## src/rtl/uart_tx.sv

```systemverilog
`default_nettype none
// ============================================================================
// Module   : uart_tx
// Brief    : UART transmitter with a small transmit FIFO. Serialises words
//            LSB first with a start bit, an optional even-parity bit and one
//            or two stop bits. Bit timing comes from an external bit-rate
//            square wave that is synchronised into the clk domain.
// Revision : 1.0 - initial release
// ============================================================================
module uart_tx #(
  parameter int DATA_BITS  = 8,
  parameter int FIFO_DEPTH = 4,
  parameter int PARITY_EN  = 0,
  parameter int STOP_BITS  = 1
) (
  input  logic                          clk,
  input  logic                          rst,
  input  logic                          bit_clk,
  input  logic [DATA_BITS-1:0]          tx_data,
  input  logic                          tx_valid,
  output logic                          tx_ready,
  output logic                          tx,
  output logic                          busy,
  output logic [$clog2(FIFO_DEPTH):0]   fifo_count
);

  localparam int                 ADDR_W    = $clog2(FIFO_DEPTH);
  localparam int                 CNT_W     = ADDR_W + 1;
  localparam logic [CNT_W-1:0]   DEPTH_C   = CNT_W'(FIFO_DEPTH);
  localparam logic [1:0]         LAST_STOP = 2'(STOP_BITS - 1);
  localparam logic [3:0]         LAST_DATA = 4'(DATA_BITS - 1);

  typedef enum logic [2:0] {
    IDLE   = 3'd0,
    START  = 3'd1,
    DATA   = 3'd2,
    PARITY = 3'd3,
    STOP   = 3'd4
  } state_t;

  // --------------------------------------------------------------------------
  // Bit-rate synchroniser: two flops for metastability, a third for edge
  // detection. bit_tick is a single clk-wide pulse per bit_clk rising edge.
  // --------------------------------------------------------------------------
  logic sync1;
  logic sync2;
  logic sync3;
  logic bit_tick;

  // Synchronise bit_clk and keep a delayed copy for rising-edge detection
  always_ff @(posedge clk or posedge rst) begin
    if (rst) begin
      sync1 <= 1'b0;
      sync2 <= 1'b0;
      sync3 <= 1'b0;
    end else begin
      sync1 <= bit_clk;
      sync2 <= sync1;
      sync3 <= sync2;
    end
  end

  assign bit_tick = sync2 & ~sync3;

  // --------------------------------------------------------------------------
  // Transmit FIFO. The depth is a power of two, so the pointers wrap simply by
  // overflowing their natural width. The storage array carries no reset; the
  // pointers and count define which entries are meaningful.
  // --------------------------------------------------------------------------
  logic [DATA_BITS-1:0] mem [FIFO_DEPTH];
  logic [ADDR_W-1:0]    wr_ptr;
  logic [ADDR_W-1:0]    rd_ptr;
  logic [CNT_W-1:0]     count;
  logic                 push;
  logic                 pop;
  logic                 fifo_nonempty;
  logic [DATA_BITS-1:0] head;

  assign tx_ready      = (count < DEPTH_C);
  assign push          = tx_valid & tx_ready;
  assign fifo_nonempty = (count != '0);
  assign head          = mem[rd_ptr];
  assign fifo_count    = count;

  // Capture accepted words; later tx_data changes cannot disturb stored entries
  always_ff @(posedge clk) begin
    if (push) begin
      mem[wr_ptr] <= tx_data;
    end
  end

  // Advance pointers and track occupancy; simultaneous push/pop keeps count
  always_ff @(posedge clk or posedge rst) begin
    if (rst) begin
      wr_ptr <= '0;
      rd_ptr <= '0;
      count  <= '0;
    end else begin
      if (push) begin
        wr_ptr <= wr_ptr + ADDR_W'(1);
      end
      if (pop) begin
        rd_ptr <= rd_ptr + ADDR_W'(1);
      end
      case ({push, pop})
        2'b10:   count <= count + CNT_W'(1);
        2'b01:   count <= count - CNT_W'(1);
        default: count <= count;
      endcase
    end
  end

  // --------------------------------------------------------------------------
  // Frame sequencer. A word is taken from the FIFO either from IDLE or on the
  // tick that ends the final stop bit, which lets consecutive frames run with
  // no idle bit between them.
  // --------------------------------------------------------------------------
  state_t               state;
  logic [DATA_BITS-1:0] shreg;
  logic                 parity_bit;
  logic [3:0]           bit_idx;
  logic [1:0]           stop_idx;
  logic                 at_last_stop;

  assign at_last_stop = (state == STOP) && (stop_idx == LAST_STOP);
  assign pop          = bit_tick & fifo_nonempty & ((state == IDLE) | at_last_stop);
  assign busy         = (state != IDLE);

  // Sequence start, data, parity and stop bits; tx is updated only on bit_tick
  always_ff @(posedge clk or posedge rst) begin
    if (rst) begin
      state      <= IDLE;
      tx         <= 1'b1;
      shreg      <= '0;
      parity_bit <= 1'b0;
      bit_idx    <= '0;
      stop_idx   <= '0;
    end else if (bit_tick) begin
      case (state)
        IDLE: begin
          if (pop) begin
            shreg      <= head;
            parity_bit <= ^head;
            tx         <= 1'b0;
            state      <= START;
          end else begin
            tx <= 1'b1;
          end
        end

        START: begin
          tx      <= shreg[0];
          shreg   <= {1'b0, shreg[DATA_BITS-1:1]};
          bit_idx <= '0;
          state   <= DATA;
        end

        DATA: begin
          // bit_idx names the data bit currently on the line
          if (bit_idx == LAST_DATA) begin
            if (PARITY_EN != 0) begin
              tx    <= parity_bit;
              state <= PARITY;
            end else begin
              tx       <= 1'b1;
              stop_idx <= '0;
              state    <= STOP;
            end
          end else begin
            tx      <= shreg[0];
            shreg   <= {1'b0, shreg[DATA_BITS-1:1]};
            bit_idx <= bit_idx + 4'd1;
          end
        end

        PARITY: begin
          tx       <= 1'b1;
          stop_idx <= '0;
          state    <= STOP;
        end

        STOP: begin
          if (stop_idx == LAST_STOP) begin
            if (pop) begin
              shreg      <= head;
              parity_bit <= ^head;
              tx         <= 1'b0;
              state      <= START;
            end else begin
              tx    <= 1'b1;
              state <= IDLE;
            end
          end else begin
            tx       <= 1'b1;
            stop_idx <= stop_idx + 2'd1;
          end
        end

        default: begin
          tx    <= 1'b1;
          state <= IDLE;
        end
      endcase
    end
  end

endmodule
`default_nettype wire
```

## config.mk

```make
export PLATFORM = sky130hd
export DESIGN_NAME = uart_tx
export DESIGN_NICKNAME = d
export VERILOG_FILES = /design/src/rtl/uart_tx.sv
export SDC_FILE = /design/constraint.sdc
export NUM_CORES = 1
export LEC_CHECK = 0
export ABC_CLOCK_PERIOD_IN_PS = 2600
export BUFFER_PORTS_ARGS = -buffer_cell sky130_fd_sc_hd__buf_2
export CORE_MARGIN = 2
export CORE_UTILIZATION = 55
export CTS_CLUSTER_SIZE = 16
export DETAILED_ROUTE_END_ITERATION = 16
export PLACE_DENSITY = 0.78
export SLEW_MARGIN = 40
export SYNTH_ARGS = -nofsm -noshare
export SYNTH_HDL_FRONTEND = slang
export SYNTH_SLANG_ARGS = --single-unit
```

## constraint.sdc

```tcl
create_clock -name clk -period 2.6 [get_ports clk]
set_input_delay 0.26 -clock clk [delete_from_list [all_inputs] [get_ports clk]]
set_output_delay 0.26 -clock clk [all_outputs]
set_load 0.01 [all_outputs]
```

**Word level (Yosys, flattened, before mapping)**

Memories as Yosys holds them, arrays and structs flattened.
Index checks and enable logic that the tools add are counted.

- Memories kept: 1
- Input port bits: 12
- Register bits: 28
- Memory bits (writable): 32

Memory list:

| memory | words | bits a word | rd ports | clocked after Yosys merged registers in | wr ports | RTL line | source |
|---|---|---|---|---|---|---|---|
| mem | 4 | 8 | 1 | 0 | 1 | 70 | `logic [DATA_BITS-1:0] mem [FIFO_DEPTH];` |

- Magnitude comparators: 1
- Eq/ne operators: 12
- Reduce and logical (&&, ||, !) cells: 13
- Add/subtract/negate cells: 6
- Multiplexer cells: 21
- Bitwise logic cells: 6

Operator list:

| kind | count |
|---|---|
| $pmux 8 s4 | 1 |
| $mux 8 | 3 |
| $pmux 3 s5 | 1 |
| $reduce_and 4->1 | 3 |
| $mux 3 | 3 |
| $reduce_bool 3->1 | 3 |
| $ne 2x2->1 const B | 4 |
| $pmux 4 s2 | 1 |
| $add 2x1->2 const B | 3 |
| $eq 3x2->1 const B | 2 |
| $mux 1 | 6 |
| $pmux 2 s3 | 1 |
| $pmux 3 s2 | 1 |
| $add 4x1->4 const B | 1 |
| $and 1x1->1 | 4 |
| $eq 4x3->1 const B | 1 |
| $mux 2 | 2 |
| $mux 4 | 1 |
| $pmux 1 s4 | 1 |
| $reduce_bool 2->1 | 2 |
| $reduce_bool 4->1 | 1 |
| $add 3x1->3 const B | 1 |
| $eq 3x1->1 const B | 1 |
| $eq 3x3->1 const B | 1 |
| other kinds (11) | 11 |

**Depth between registers and ports, before layout**

- Depth in word-level cells: 7
- Gate-level depth with buffers: 10
- Mapped depth without buffers: 10

**Worst setup path before layout**

No wires, ideal clock.

- Path type: register -> register
- Start point: register stop_idx[0]
- End point: register count[2] (netlist: fifo_count[2])
- Clock period less this slack: 2133 ps
- Stages on the path, launching flop included: 11
- Buffers on the path: 0
- Path slack: 467 ps
- Arrival time: 2053 ps
- Path through: dfrtp_1 > inv_1 > ha_1 > nor2b_4 > nor4b_4 > ha_1 > inv_1 > fa_1 > xor2_1 > nor2_1 > xnor2_1

- Longest elaborated chain between the ends: 6

Ends and longest elaborated chain:

| item | RTL line | source |
|---|---|---|
| start, declared | 122 | `logic [1:0] stop_idx;` |
| start signal, assigned | 195 | `stop_idx <= stop_idx + 2'd1;` |
| $logic_not 2->1 * | 125 | `assign at_last_stop = (state == STOP) && (stop_idx == LAST_STOP);` |
| $logic_and 1x1->1 * | 125 |  |
| $or 1x1->1 * | 126 | `assign pop = bit_tick & fifo_nonempty & ((state == IDLE) \| at_last_stop);` |
| $and 1x1->1 * | 126 |  |
| via pop | 75 | `logic pop;` |
| $eq 2x1->1 or $eq 2x2->1 (tied branches) | 105 | `case ({push, pop})` |
| $pmux 3 s2 or $reduce_bool 2->1 (tied branches) | -- |  |
| end signal, assigned | 106 | `2'b10: count <= count + CNT_W'(1);` |
| end signal, assigned | 107 | `2'b01: count <= count - CNT_W'(1);` |
| end signal, assigned | 108 | `default: count <= count;` |
| end, declared | 73 | `logic [CNT_W-1:0] count;` |

Mark *: on every way through the listed nets, which the timed path passes. The rest lies on a longest branch.
A chain may end at the register's enable or synchronous reset.

**Worst setup path in the final report**

Same ends and word-level chain as after synthesis.

==> results_dict.tcl <==
set metrics [dict create \
    status "complete, no violations" \
    synth_ff_type "edfxtp_1" \
    p_clk_frac 0.248 \
    h-tree-depth 3 \
    seqCellArea_um2 1660 \
    avgViaCountPerCell 5.38 \
    cp.required_ps 2850 \
    cap_violations 0 \
    antenna_found_initial 0 \
    hold_viol 0 \
    core-area_um2 4750 \
    rsz0062_at_grt "no" \
    post-cts-setup-buffers 0 \
    synth_top_area_cell "edfxtp_1" \
    fmax_mhz 433 \
    intPower_mw 2.34 \
    start_util 0.575 \
    seq_power_share 0.426 \
    drt_wl_total_um 4280 \
    synth_area_um2 2730 \
    combPwrFrac 0.326 \
    io_pins 18 \
    cts_tree "done" \
    synthTopCellsByArea "edfxtp_1 35%, dfrtp_1 25%, mux4_2 6.6%" \
    fill_cells 359 \
    diodes 0 \
    die_w_um 74.5 \
    r2r_slack_ps 290 \
    max_slew_margin 0.507 \
    dp_cells 251 \
    final_net_count 216 \
    whs_endpoint "sync1" \
    gp_congestion 0.771 \
    p_leak_nw 1.26 \
    hp-start "bit_clk" \
    ir_drop_mv 0.583 \
    grt_max_degree 29 \
    cts_root_buf "clkbuf_8" \
    dpl_cell_area_um2 2870 \
    critPathArrivalTime_ps 2560 \
    routedWlPerCell_um 16.0 \
    synth_top_area_frac 0.352 \
    avgSynthCellArea_um2 16.0 \
    cts_buffers 9 \
    seq_area_frac_synth 0.609 \
    crit_path_max_fanout 5 \
    grt.total_usage 0.187 \
    portBuffers 17 \
    worstSetupPathType "flop to flop" \
    max_slew.worst_pin.slew_ps 733 \
    fin_tns_setup_ps 0 \
    setup-violations-final 0 \
    final_cells 268 \
    drive_gt1_frac 0.353 \
    ys_ff_latch 60 \
    design_area_um2 3090 \
    hold_class "input pin to flop" \
    clockBufferDepth 2 \
    grt_pass1_vias 1514 \
    synth_edf_count 32 \
    total_power_mw 3.46 \
    grt-ovfl-total 0 \
    min_period_over_period 0.888 \
    fin_skew_ps 9.37 \
    syn_inst 171 \
    swShare 0.325 \
    grt_pass1_wl_um 7310 \
    worstSetupEndpointType "flop" \
    min_delay_path_depth 1 \
    clock-sinks 60 \
    drv_slew 0 \
    ant_nets 0 \
    r2r-start "stop_idx[0]" \
    ys_types 47 \
    reg2reg_to "fifo_count[2]" \
    cts.clk_slew.worst_paths_ps 70 \
    syn-num-nets 191 \
    firstDrtPassIters 4 \
    vias 1442 \
    clkLatencyLatePin_ps 340 \
    dieArea_um2 5550 \
    rows 25 \
    power_density_nw_per_um2 1120 \
    multi_input_area_um2 983 \
    fp.dieH_um 74.5 \
    ys_async_sr_fraction 0.467 \
    switchingPower_mw 1.12 \
    drc 0 \
    cp-start-kind "flop" \
    drt_iter0_drc 83 \
    dp_hpwl_um 2990 \
    fin_crit_ps 2310 \
    area_delta_synth_final_pct 12.9 \
    dp_slack_ps 307 \
    yosys_warnings 0 \
    timing.final.ws_setup_ps 292 \
    r2r_cells 10 \
]
logic make-up (layout without fill, tap and decap cells):
group / after synthesis / in the layout / share of synthesized area
fa+ha+maj: 8 / 8 / 0.0394
xor+xnor: 7 / 7 / 0.0224
mux: 27 / 27 / 0.156
flops: 60 / 60 / 0.609
simple gates: 35 / 35 / 0.0852
buf+inv: 17 / 47 / 0.0316
compound gates: 17 / 17 / 0.0568
area by class of cell:
type	instances	area share
Clock buffer	9	0.0401
Inverter	12	0.0146
Clock inverter	7	0.0272
Sequential cell	60	0.539
Timing Repair Buffer	19	0.0333
Tap cell	67	0.0272
Multi-Input combinational cell	94	0.319
metrics by stage:
step                      utilization  hold slack, ps
after floorplan                     -             291
after global placement          0.603             336
after detailed placement        0.603             340
after CTS                       0.649            17.5
after global routing            0.649            17.1
final                           0.649            27.4
routing by layer:
metal	routed length, um	vias to the layer above	part of all wire	global-route usage
li1	-	678	-	-
met1	1850	734	0.43	0.231
met2	2210	20	0.52	0.303
met3	115	10	0.027	0.0461
met4	98	0	0.023	0.103
met5	0	-	0	0
power groups by stage:
stage | clock network [mW] | registers [mW] | logic (mW)
final | 0.860 | 1.47 | 1.13
after global routing | 0.920 | 1.52 | 1.24
after CTS | 0.874 | 1.48 | 1.15
after detailed placement | 0 | 1.49 | 1.14
after global placement | 0 | 1.47 | 1.08
after floorplan | 0 | 1.39 | 1.01
how the worst max path moves through the flow:
stage	cells past startpoint	from	endpoint	slack, ps
3_3_place_gp	10	stop_idx[0]	fifo_count[2]	380
3_5_place_dp	10	stop_idx[0]	fifo_count[2]	310
5_1_grt	10	stop_idx[0]	fifo_count[2]	90
2_1_floorplan	10	stop_idx[0]	fifo_count[2]	470
4_1_cts	10	stop_idx[0]	fifo_count[2]	270
6_report	10	stop_idx[0]	fifo_count[2]	290
registers in the layout, indices dropped and copies added, names as in the netlist, 2 cells and up:
name and cells:
fifo_count 3, wr_ptr 2, state 3, rd_ptr 2, shreg 8, stop_idx 2, bit_idx 4, mem 32
synthesized netlist by cell type, types with 2 or more instances:
| cell | n |
|---|---|
| edfxtp_1 | 32 |
| dfrtp_1 | 27 |
| inv_1 | 11 |
| mux2_4 | 9 |
| mux2_2 | 8 |
| mux4_2 | 8 |
| ha_1 | 7 |
| nor2_1 | 7 |
| and2_1 | 5 |
| xnor2_1 | 5 |
| nand2_1 | 4 |
| nor2b_1 | 4 |
| buf_6 | 3 |
| o21ai_0 | 3 |
| a21o_1 | 2 |
| a22o_1 | 2 |
| clkbuf_1 | 2 |
| nor2_2 | 2 |
| xor2_1 | 2 |
worst max-delay path, cell delays in order (launching register included):
cell     delay, ps
dfrtp_1        390
inv_1           60
ha_1           200
nor2b_4         70
nor4b_4        400
ha_1           270
inv_1           60
fa_1           370
xor2_1         150
nor2_1         110
xnor2_1        140
placed cells by master, fill, tap and decap left out, types with 2 or more instances in the layout:
master	n
mux2_4	9
inv_6	2
nor2b_1	4
a21o_1	2
xor2_1	2
buf_2	17
dfrtp_1	27
clkbuf_8	9
mux4_2	8
and2_1	5
mux2_2	8
nand2_1	4
a22o_1	2
clkinv_4	2
inv_2	2
nor2_2	2
xnor2_1	5
ha_1	7
nor2_1	7
o21ai_0	3
inv_1	10
edfxtp_1	32
what timing repair did:
item	in CTS	in global routing
endpoints found under the hold margin	7	0
hold buffers	1	0
resized for setup	0	0
(Power assumes the default switching activity.)
